===== src/rtl/irb_dw_ctrl.sv =====
// Depthwise-stage tap sequencer: walks output pixels x kernel taps, drives FMINT/KDW reads
// and the delayed MAC strobes. Optional stride-2 support is built when DW_STRIDE2_EN is defined.
module irb_dw_ctrl #(
  parameter int Nkx    = 3,
  parameter int Nky    = 3,
  parameter int Tix_T  = 9,
  parameter int Tiy_T  = 9,
  parameter int Tox_T  = 7,
  parameter int Toy_T  = 7,
  parameter int RD_LAT = 1,
  localparam int FA_W  = $clog2(Tix_T * Tiy_T),
  localparam int KA_W  = $clog2(Nkx * Nky),
  localparam int FO_W  = $clog2(Tox_T * Toy_T)
) (
  input  logic            clk,
  input  logic            rst,
  input  logic            start,
  input  logic [2:0]      n_ox,
  input  logic [2:0]      n_oy,
  input  logic            stride2,
  output logic            busy,
  output logic            done,
  output logic            err,
  output logic            rd_en,
  output logic [FA_W-1:0] fmint_addr,
  output logic [KA_W-1:0] kdw_addr,
  output logic            tap_valid,
  output logic            tap_first,
  output logic            tap_last,
  output logic [FO_W-1:0] fmo_addr
);

  localparam int KX_W = (Nkx > 1) ? $clog2(Nkx) : 1;
  localparam int KY_W = (Nky > 1) ? $clog2(Nky) : 1;
  localparam int DR_W = $clog2(RD_LAT + 1);

  localparam logic [1:0] S_IDLE  = 2'd0;
  localparam logic [1:0] S_RUN   = 2'd1;
  localparam logic [1:0] S_DRAIN = 2'd2;

  localparam logic [3:0] LIM1_X = 4'(Tox_T);
  localparam logic [3:0] LIM1_Y = 4'(Toy_T);

  logic [1:0]      state_q, state_d;
  logic [KX_W-1:0] kx_q, kx_d;
  logic [KY_W-1:0] ky_q, ky_d;
  logic [2:0]      ox_q, ox_d, oy_q, oy_d;
  logic [2:0]      nx_q, nx_d, ny_q, ny_d;
  logic [DR_W-1:0] drain_q, drain_d;
  logic            done_q, done_d, err_q, err_d;
  logic [3:0]      lim_x, lim_y;
  logic            cfg_ok;
  logic            kx_last, ky_last, ox_last, oy_last;
  logic [FA_W-1:0] row_c, col_c;
  logic [FO_W-1:0] fmo_c;

`ifdef DW_STRIDE2_EN
  localparam logic [3:0] LIM2_X = 4'((Tix_T - Nkx) / 2 + 1);
  localparam logic [3:0] LIM2_Y = 4'((Tiy_T - Nky) / 2 + 1);
  logic s2_q, s2_d;

  always_comb begin
    lim_x = stride2 ? LIM2_X : LIM1_X;
    lim_y = stride2 ? LIM2_Y : LIM1_Y;
    row_c = (FA_W'(oy_q) << s2_q) + FA_W'(ky_q);
    col_c = (FA_W'(ox_q) << s2_q) + FA_W'(kx_q);
  end
`else
  logic unused_stride2;
  assign unused_stride2 = stride2;

  always_comb begin
    lim_x = LIM1_X;
    lim_y = LIM1_Y;
    row_c = FA_W'(oy_q) + FA_W'(ky_q);
    col_c = FA_W'(ox_q) + FA_W'(kx_q);
  end
`endif

  assign cfg_ok  = (n_ox != 3'd0) && (n_oy != 3'd0) &&
                   ({1'b0, n_ox} <= lim_x) && ({1'b0, n_oy} <= lim_y);
  assign kx_last = (kx_q == KX_W'(Nkx - 1));
  assign ky_last = (ky_q == KY_W'(Nky - 1));
  assign ox_last = (ox_q == nx_q - 3'd1);
  assign oy_last = (oy_q == ny_q - 3'd1);

  always_comb begin
    state_d = state_q;
    kx_d    = kx_q;
    ky_d    = ky_q;
    ox_d    = ox_q;
    oy_d    = oy_q;
    nx_d    = nx_q;
    ny_d    = ny_q;
`ifdef DW_STRIDE2_EN
    s2_d    = s2_q;
`endif
    drain_d = drain_q;
    done_d  = 1'b0;
    err_d   = 1'b0;
    case (state_q)
      S_IDLE: begin
        if (start) begin
          if (cfg_ok) begin
            nx_d    = n_ox;
            ny_d    = n_oy;
`ifdef DW_STRIDE2_EN
            s2_d    = stride2;
`endif
            state_d = S_RUN;
          end else begin
            err_d = 1'b1;
          end
        end
      end
      S_RUN: begin
        // Counters wrap to zero on the final tap, so IDLE/DRAIN present address 0.
        if (!kx_last) begin
          kx_d = kx_q + 1'b1;
        end else begin
          kx_d = '0;
          if (!ky_last) begin
            ky_d = ky_q + 1'b1;
          end else begin
            ky_d = '0;
            if (!ox_last) begin
              ox_d = ox_q + 3'd1;
            end else begin
              ox_d = '0;
              if (!oy_last) begin
                oy_d = oy_q + 3'd1;
              end else begin
                oy_d    = '0;
                drain_d = '0;
                state_d = S_DRAIN;
              end
            end
          end
        end
      end
      S_DRAIN: begin
        if (drain_q == DR_W'(RD_LAT - 1)) begin
          state_d = S_IDLE;
          done_d  = 1'b1;
        end else begin
          drain_d = drain_q + 1'b1;
        end
      end
      default: state_d = S_IDLE;
    endcase
  end

  always_ff @(posedge clk) begin
    if (rst) begin
      state_q <= S_IDLE;
      kx_q    <= '0;
      ky_q    <= '0;
      ox_q    <= '0;
      oy_q    <= '0;
      drain_q <= '0;
      done_q  <= 1'b0;
      err_q   <= 1'b0;
    end else begin
      state_q <= state_d;
      kx_q    <= kx_d;
      ky_q    <= ky_d;
      ox_q    <= ox_d;
      oy_q    <= oy_d;
      drain_q <= drain_d;
      done_q  <= done_d;
      err_q   <= err_d;
    end
  end

  always_ff @(posedge clk) begin
    nx_q <= nx_d;
    ny_q <= ny_d;
`ifdef DW_STRIDE2_EN
    s2_q <= s2_d;
`endif
  end

  assign rd_en      = (state_q == S_RUN);
  assign busy       = (state_q != S_IDLE);
  assign done       = done_q;
  assign err        = err_q;
  assign fmint_addr = row_c * FA_W'(Tix_T) + col_c;
  assign kdw_addr   = KA_W'(ky_q) * KA_W'(Nkx) + KA_W'(kx_q);
  assign fmo_c      = FO_W'(oy_q) * FO_W'(Tox_T) + FO_W'(ox_q);

  // Strobe pipe: stage i holds the tap issued i+1 cycles ago, matching RAM read latency.
  logic            vld_q   [RD_LAT];
  logic            first_q [RD_LAT];
  logic            last_q  [RD_LAT];
  logic [FO_W-1:0] fmo_q   [RD_LAT];
  logic            vld_d   [RD_LAT];
  logic            first_d [RD_LAT];
  logic            last_d  [RD_LAT];
  logic [FO_W-1:0] fmo_d   [RD_LAT];

  always_comb begin
    vld_d[0]   = rd_en;
    first_d[0] = rd_en && (kx_q == '0) && (ky_q == '0);
    last_d[0]  = rd_en && kx_last && ky_last;
    fmo_d[0]   = rd_en ? fmo_c : '0;
    for (int i = 1; i < RD_LAT; i++) begin
      vld_d[i]   = vld_q[i-1];
      first_d[i] = first_q[i-1];
      last_d[i]  = last_q[i-1];
      fmo_d[i]   = fmo_q[i-1];
    end
  end

  always_ff @(posedge clk) begin
    if (rst) begin
      for (int i = 0; i < RD_LAT; i++) begin
        vld_q[i]   <= 1'b0;
        first_q[i] <= 1'b0;
        last_q[i]  <= 1'b0;
        fmo_q[i]   <= '0;
      end
    end else begin
      vld_q   <= vld_d;
      first_q <= first_d;
      last_q  <= last_d;
      fmo_q   <= fmo_d;
    end
  end

  assign tap_valid = vld_q[RD_LAT-1];
  assign tap_first = first_q[RD_LAT-1];
  assign tap_last  = last_q[RD_LAT-1];
  assign fmo_addr  = fmo_q[RD_LAT-1];

endmodule

===== config.mk =====
export PLATFORM = sky130hd
export DESIGN_NAME = irb_dw_ctrl
export DESIGN_NICKNAME = d
export VERILOG_FILES = /design/src/rtl/irb_dw_ctrl.sv
export SDC_FILE = /design/constraint.sdc
export NUM_CORES = 1
export LEC_CHECK = 0
export BUFFER_PORTS_ARGS = -buffer_cell sky130_fd_sc_hd__buf_4
export CORE_MARGIN = 1.5
export CORE_UTILIZATION = 50
export CTS_CLUSTER_DIAMETER = 100
export DETAILED_ROUTE_END_ITERATION = 8
export PLACE_DENSITY_LB_ADDON = 0.2
export RECOVER_POWER = 100
export SLEW_MARGIN = 30
export SYNTH_ARGS = -nofsm -noshare
export SYNTH_HDL_FRONTEND = slang
export SYNTH_SLANG_ARGS = --single-unit

===== constraint.sdc =====
create_clock -name clk -period 4.6 [get_ports clk]
set_input_delay 0.23 -clock clk [delete_from_list [all_inputs] [get_ports clk]]
set_output_delay 0.23 -clock clk [all_outputs]
set_load 0.1 [all_outputs]

# == Word level (Yosys, flattened, before mapping) ==
# Cells that the tools add are included.
# word_totals
wordCells,91
out_inout_bits,24
inputBits,10
regBits,30
# classes
addsub,12
n_eq_ne,13
n_lt_le_gt_ge,2
reduce_logical,23
mux,20
bitwise,4
multipliers,3
# ops
cell,count
$mux W2,9
$add A3 B2 Y4,2
$ne A2 B1 Y1 const B,4
$add A7 B4 Y7,1
$logic_and A1 B1 Y1,7
$mul A4 B4 Y7 const B,1
$mux W1,7
$reduce_and A7 Y1,1
$add A3 B1 Y3 const B,2
$add A6 B3 Y6,1
$eq A2 B2 Y1 const B,3
$eq A3 B3 Y1,2
$le A3 B3 Y1 const B,2
$logic_not A2 Y1,3
$mul A3 B3 Y6 const B,1
$mux W3,2
$ne A2 B2 Y1 const B,3
$pmux W2 S3,1
$reduce_and A3 Y1,2
$reduce_bool A3 Y1,2
$sub A3 B1 Y3 const B,2
$reduce_and A5 Y1,1
$add A2 B1 Y2 const B,2
$add A4 B2 Y4,1
other kinds (10),15

# == Longest topological paths before layout ==
# Gate-level depths: netlist (run 1).
# depth
depth_word,7
ltp_mapped,10
depth_no_buf,10

# == Worst setup path before layout (run 1) ==
# Ideal clock, no wire load.
# synth_timing
path_kind,register to output
from,reg oy_q[0]
to,out fmint_addr[4]
path_slack_ns,0.465
required_time_ns,4.370
t_arrival_ns,3.905
path_stages_with_launch,10
path_buffers,0
cell_sequence,dfxtp_1 ha_1 fa_1 inv_1 fa_1 inv_1 fa_1 a21o_1 a21o_1 xor2_1
# synth_between
elab_chain_cells,3
# synth_rtl
item,line,rtl
"start, declared",47,"logic [2:0] ox_q, ox_d, oy_q, oy_d;"
"start signal, assigned",168,oy_q <= oy_d;
$add A3 B2 Y4,75,row_c = FA_W'(oy_q) + FA_W'(ky_q);
$mul A4 B4 Y7,187,assign fmint_addr = row_c * FA_W'(Tix_T) + col_c;
$add A7 B4 Y7,187,
"end, declared",25,"output logic [FA_W-1:0] fmint_addr,"
# Every way passes these cells.

# == Final worst setup path (run 1) ==
# layout_timing
from,reg oy_q[0]
to,out fmint_addr[3]
# The elaborated chain is that of the path after synthesis.

==> run_results.csv, run 1 <==
group,metric,value,unit
floorplanning,ios,34,
drt,drt_iter0_markers,58,
clock_network,cts_setup_buffers,0,
yosys,synth_edf_count,6,
pwr,p_leak,1.143,nW
finish,drive_above_1_share,0.09009,
yosys,ys_async_sr_fraction,0,
worst_setup_path,cp.arrival,3.80,ns
clock_network,ctsHoldBuffers,0,
clock_network,cts-root-buf,"clkbuf_8",
timing,tns,0,ns
timing,report.final.slew_viol_count,0,
grt,grt_usage,0.1862,
drt,drt-total-wl,3585,um
run_status,status,"completed",
pwr,power.share.sequential,0.481,
drt,dr_total_vias,1401,
worst_setup_path,critPathMaxStageDelay,0.88,ns
grt,grt_pass1_vias,1383,
clock_network,cts_max_level,2,
grt,grt.overflow.total,0,
drt,detail-route-antenna-nets,0,
worst_setup_path,crit_required,4.37,ns
worst_setup_path,cpMaxStageDelayCell,"clkbuf_1",
timing,fin_skew,0.009594,ns
timing,min_period,4.033,ns
floorplanning,coreArea,3716,sq um
drt,vias_per_cell,5.189,
place,gp_congestion,0.8462,
timing,slew_headroom,0.2022,
grt,grt_pass1_wl,6030,um
place,portBuffers,32,
place,dp_hpwl,2808,um
clock_network,worst_skew_pair.late_latency,0.28,ns
yosys,yosys_warnings,0,
worst_setup_path,cp_cell_sequence,"ha_1 > fa_1 > inv_1 > fa_1 > inv_1 > ha_1 > a21o_1 > a21oi_1 > xnor2_1 > clkbuf_1",
floorplanning,placement_rows,22,
flow_run,drv_cap,0,
worst_setup_path,rrSetupSlack,1.88,ns
finish,fin_util,0.5892,
timing,rsz0062_at_grt,"false",
clock_network,cts_buffer_depth,2,
min_path,hold_class,"input pin to flip-flop",
worst_setup_path,critPathTopFamily,"adder cells",
yosys,yosysSeqAreaShare,0.3272,
pwr,combPwrFrac,0.176,
clock_network,tritoncts,"yes",
yosys,netlist_area,1958,sq um
grt,grt_max_degree,15,
drt,wl_per_cell,13.28,um
finish,nets,270,
finish,area_delta_synth_final,11.82,%
worst_setup_path,criticalPathCategory,"flip-flop to primary output",
worst_setup_path,cp-start-kind,"flip-flop",
floorplanning,die_w,65.58,um
finish,layout_commonest_cell,"ha_1",
yosys,synth_nets,235,
pwr,switching_power,177.7,uW
worst_setup_path,end_kind,"primary output",
clock_network,cts_resized,0,
drt,drc,0,
clock_network,cts_buffers,5,
floorplanning,die_h,65.58,um
pwr,p_int,394.0,uW
yosys,ys_seq_elements,29,
yosys,syn_avg_cell_area,10.53,sq um
timing,worstMarginPinSlew,1.202,ns
pwr,clkPwrFrac,0.343,
worst_setup_path,path_max_fanout,8,
finish,final_cell_mix,"ha_1, clkbuf_1, dfxtp_1",
pwr,power,571.7,uW
yosys,synthFlopType,"dfxtp_1",
timing,setup_violations,0,
pwr,irDropWorstVdd,0.2079,mV
yosys,ys_types,39,
grt,antenna_found_initial,0,
pwr,switching_share,0.3109,
clock_network,clk_transition_reported_paths,0.07,ns
worst_setup_path,cp_num_buf_inv,3,
drt,first_pass_iters,4,
yosys,syn_inst,186,
floorplanning,fp.dieArea,4301,sq um
pwr,p_per_area,261.1,nW/um^2
timing,hold_ws,0.1638,ns
clock_network,cts_num_sinks,29,
timing,fmax,0.2479,GHz
timing,min_period_over_period,0.8768,
finish,antenna_cells,0,
timing,hold_violations,0,
floorplanning,start_util,0.5269,
final cells by class:
type,instances,area (sq um)
fill,329,1526
multi-input combinational,131,1171
sequential,29,640.6
timing repair buffer,32,152.6
inverter,22,82.58
clock buffer,6,72.57
tap,48,60.06
clock inverter,2,10.01
sequential cells by signal, summed over array words and instances, names as in the netlist:
signal     count
fmo_addr       6
nx_q           3
ny_q           3
ox_q           3
oy_q           3
kx_q           2
ky_q           2
state_q        2
done           1
err            1
tap_first      1
tap_last       1
tap_valid      1
path summary, 6_finish.rpt:
check	from	to	cells past startpoint
setup / recovery	oy_q[0]$_SDFFE_PP0P_	fmint_addr[3]	10
hold / removal	n_oy[0]	ny_q[0]$_DFFE_PP_	1
setup reg to reg	oy_q[1]$_SDFFE_PP0P_	fmo_addr[5]$_SDFF_PP0_	7
hold reg to reg	state_q[0]$_SDFFE_PP0P_	done$_SDFF_PP0_	1
power groups by stage:
stage          combinational (mW)  clock (mW)  sequential [mW]
6_report                    0.101       0.196            0.275
5_1_grt                     0.107       0.217            0.276
4_1_cts                     0.110       0.202            0.275
3_5_place_dp                0.110           0            0.281
3_3_place_gp                0.107           0            0.280
2_1_floorplan              0.0794           0            0.291
routing by layer:
metal | wire [um] | share of wire | vias to the layer above | track usage
met1 | 1493 | 0.42 | 677 | 0.2055
met5 | 0 | 0 | - | 0
met3 | 137 | 0.038 | 7 | 0.04281
li1 | - | - | 692 | -
met2 | 1883 | 0.53 | 25 | 0.3342
met4 | 70 | 0.020 | 0 | 0.09115
worst register-to-register path, stage by stage, from the launching register on:
cell	delay [ns]
dfxtp_1	0.58
fa_1	0.51
fa_1	0.51
fa_1	0.47
a21o_1	0.17
a21oi_1	0.16
xor2_1	0.16
nor2_1	0.05
cell families (layout without fill, tap and decap cells):
group | Yosys count | after routing | synth area share
XOR/XNOR | 16 | 16 | 0.08626
buffers and inverters | 26 | 62 | 0.05814
multiplexers | 3 | 3 | 0.01597
AO/OA/AOI/OAI | 26 | 26 | 0.08052
flip-flops | 29 | 29 | 0.3272
AND/OR/NAND/NOR | 47 | 47 | 0.1482
adder cells (fa/ha/maj) | 39 | 39 | 0.2837
through the flow:
step / instances / setup slack, ns / cell area, sq um
after floorplan: 186 / 0.4655 / 1958
after global placement: 262 / 1.168 / 2227
after detailed placement: 262 / 1.090 / 2227
after CTS: 270 / 0.7786 / 2310
after global routing: 270 / 0.4336 / 2190
final: 270 / 0.5668 / 2190
cell usage after synthesis (3+ instances only):
cell type	instances	area, sq um
a21o_1	5	37.54
dfxtp_1	23	460.4
fa_1	9	180.2
edfxtp_1	6	180.2
inv_1	22	82.58
a21oi_1	11	55.05
nand2_1	8	30.03
ha_1	30	375.4
and2_1	3	18.77
nand4b_1	3	26.28
xnor2_1	3	26.28
xor2_1	11	96.34
nor3_1	3	15.01
a31oi_1	3	18.77
nor2_1	12	45.04
o21ai_0	3	15.01
(Power assumes the default switching activity.)
==> run 2, diff against run 1 <==
CELL_PAD_IN_SITES_DETAIL_PLACEMENT = 1   (was default)
CELL_PAD_IN_SITES_GLOBAL_PLACEMENT = 2   (was default)
CORE_UTILIZATION = 38   (was 50)
GPL_TIMING_DRIVEN = 0   (was default)
==> run_results.csv, run 2 (same netlist as run 1, synthesis figures left out) <==
group,metric,value,unit
timing,slew_headroom,0.2201,
min_path,hold_class,"input pin to flip-flop",
worst_setup_path,cp.arrival,3.82,ns
finish,multi_input_area,1184,sq um
run_status,status,"completed",
timing,min_period,4.055,ns
place,gp_congestion,0.8210,
floorplanning,coreArea,4848,sq um
grt,grt.overflow.total,0,
worst_setup_path,reg2reg_to,"fmo_addr[5]$_SDFF_PP0_",
drt,first_pass_iters,2,
pwr,p_per_area,259.8,nW/um^2
worst_setup_path,path_max_fanout,8,
place,dp_hpwl,3354,um
drt,vias_per_cell,4.932,
finish,largest_reg_flops,6,
clock_network,tritoncts,"yes",
worst_setup_path,cpMaxStageDelayCell,"clkbuf_1",
floorplanning,fp.dieArea,5593,sq um
drt,dr_total_vias,1445,
worst_setup_path,rrSetupSlack,1.79,ns
worst_setup_path,reg2reg_from,"oy_q[1]$_SDFFE_PP0P_",
pwr,clkPwrFrac,0.350,
worst_setup_path,cp-start-kind,"flip-flop",
min_path,holdCritStartpoint,"n_oy[2]",
worst_setup_path,critPathMaxStageDelay,0.88,ns
finish,antenna_cells,0,
drt,wl_per_cell,14.43,um
timing,worstMarginPinSlew,1.175,ns
min_path,hold-path-endpoint,"ny_q[2]$_DFFE_PP_",
grt,grt_pass1_wl,7093,um
pwr,power.share.sequential,0.472,
grt,grt_pass1_vias,1485,
timing,report.final.slew_viol_count,0,
floorplanning,ios,34,
grt,grt_usage,0.1717,
finish,final_cell_mix,"ha_1, clkbuf_1, dfxtp_1",
clock_network,ctsHoldBuffers,0,
clock_network,cts_buffer_depth,2,
clock_network,cts_max_level,2,
finish,ff_latch_area,640.6,sq um
timing,tns,0,ns
worst_setup_path,end_kind,"primary output",
pwr,switching_share,0.3205,
clock_network,cts_resized,0,
finish,fin_util,0.4619,
timing,fmax,0.2466,GHz
finish,layout_commonest_cell,"ha_1",
clock_network,cts_num_sinks,29,
drt,drt-total-wl,4227,um
worst_setup_path,critPathTopFamily,"adder cells",
pwr,p_int,395.4,uW
drt,drt_iter0_markers,30,
grt,grt_max_degree,11,
floorplanning,die_w,74.79,um
floorplanning,start_util,0.4039,
worst_setup_path,ff2ff_path_depth,7,
worst_setup_path,crit_required,4.37,ns
clock_network,clk_transition_reported_paths,0.06,ns
flow_run,drv_cap,0,
place,portBuffers,32,
finish,area_delta_synth_final,14.38,%
finish,drive_above_1_share,0.09735,
worst_setup_path,cp_num_buf_inv,3,
worst_setup_path,criticalPathCategory,"flip-flop to primary output",
timing,rsz0062_at_grt,"false",
pwr,p_leak,1.187,nW
drt,detail-route-antenna-nets,0,
timing,hold_violations,0,
drt,drc,0,
pwr,switching_power,186.5,uW
finish,fillers,567,
grt,antenna_found_initial,0,
timing,setup_violations,0,
timing,fin_skew,0.004233,ns
worst_setup_path,cp_cell_sequence,"ha_1 > fa_1 > inv_1 > fa_1 > inv_1 > ha_1 > a21o_1 > a21oi_1 > xnor2_1 > clkbuf_1",
floorplanning,placement_rows,25,
pwr,combPwrFrac,0.178,
pwr,irDropWorstVdd,0.1545,mV
clock_network,cts_buffers,5,
min_path,holdPathStages,1,
clock_network,worst_skew_pair.late_latency,0.28,ns
finish,nets,274,
clock_network,cts-root-buf,"clkbuf_8",
timing,min_period_over_period,0.8815,
clock_network,cts_setup_buffers,0,
worst_setup_path,cp_num_cells,10,
floorplanning,die_h,74.79,um
[run 2: changes by cell type in the layout (fill, tap and decap cells not counted), sizes merged]
| cell | delta |
|---|---|
| clkbuf | +6 |
| buf | -2 |
[run 2: per-stage QoR]
stage / setup slack (ns) / instance area (sq um) / std cells / power, mW / hold WS (ns)
finish: 0.5452 / 2240 / 293 / 0.5819 / 0.1587
global route: 0.3729 / 2240 / 293 / 0.6043 / 0.1545
CTS: 0.7414 / 2365 / 293 / 0.6007 / 0.1296
detailed placement: 1.048 / 2282 / 285 / 0.3966 / 0.4204
global placement: 1.123 / 2282 / 285 / 0.3932 / 0.4183
floorplan: 0.4655 / 1958 / 186 / 0.3699 / 0.3289
[run 2: layout make-up]
| cell class | count | share of cell area |
|---|---|---|
| Sequential cell | 29 | 0.2860 |
| Inverter | 22 | 0.03687 |
| Clock inverter | 2 | 0.004469 |
| Multi-Input combinational cell | 131 | 0.5285 |
| Timing Repair Buffer | 32 | 0.06704 |
| Buffer | 4 | 0.007263 |
| Clock buffer | 6 | 0.03240 |
| Tap cell | 67 | 0.03743 |
[run 2: power groups by stage]
stage / Combinational (mW) / Clock [mW] / Sequential [mW]
after detailed placement: 0.116 / 0 / 0.281
after floorplan: 0.0794 / 0 / 0.291
after global placement: 0.113 / 0 / 0.281
after CTS: 0.116 / 0.210 / 0.275
after global routing: 0.111 / 0.218 / 0.276
final: 0.103 / 0.204 / 0.275
[run 2: per-layer routing]
layer  vias up  track usage  wire (um)
met3         7      0.03079        148
met2        28       0.3075       2233
met1       705       0.2075       1799
li1        705            -          -
met5         -            0          0
met4         0      0.05859         44
[run 2: how the worst max path moves through the flow]
stage	from	end	slack [ns]
finish	oy_q[0]$_SDFFE_PP0P_	fmint_addr[3]	0.55
floorplan	oy_q[0]$_SDFFE_PP0P_	fmint_addr[4]	0.47
detailed placement	oy_q[0]$_SDFFE_PP0P_	fmint_addr[6]	1.05
CTS	oy_q[0]$_SDFFE_PP0P_	fmint_addr[6]	0.74
global route	oy_q[0]$_SDFFE_PP0P_	fmint_addr[3]	0.37
global placement	oy_q[0]$_SDFFE_PP0P_	fmint_addr[6]	1.12
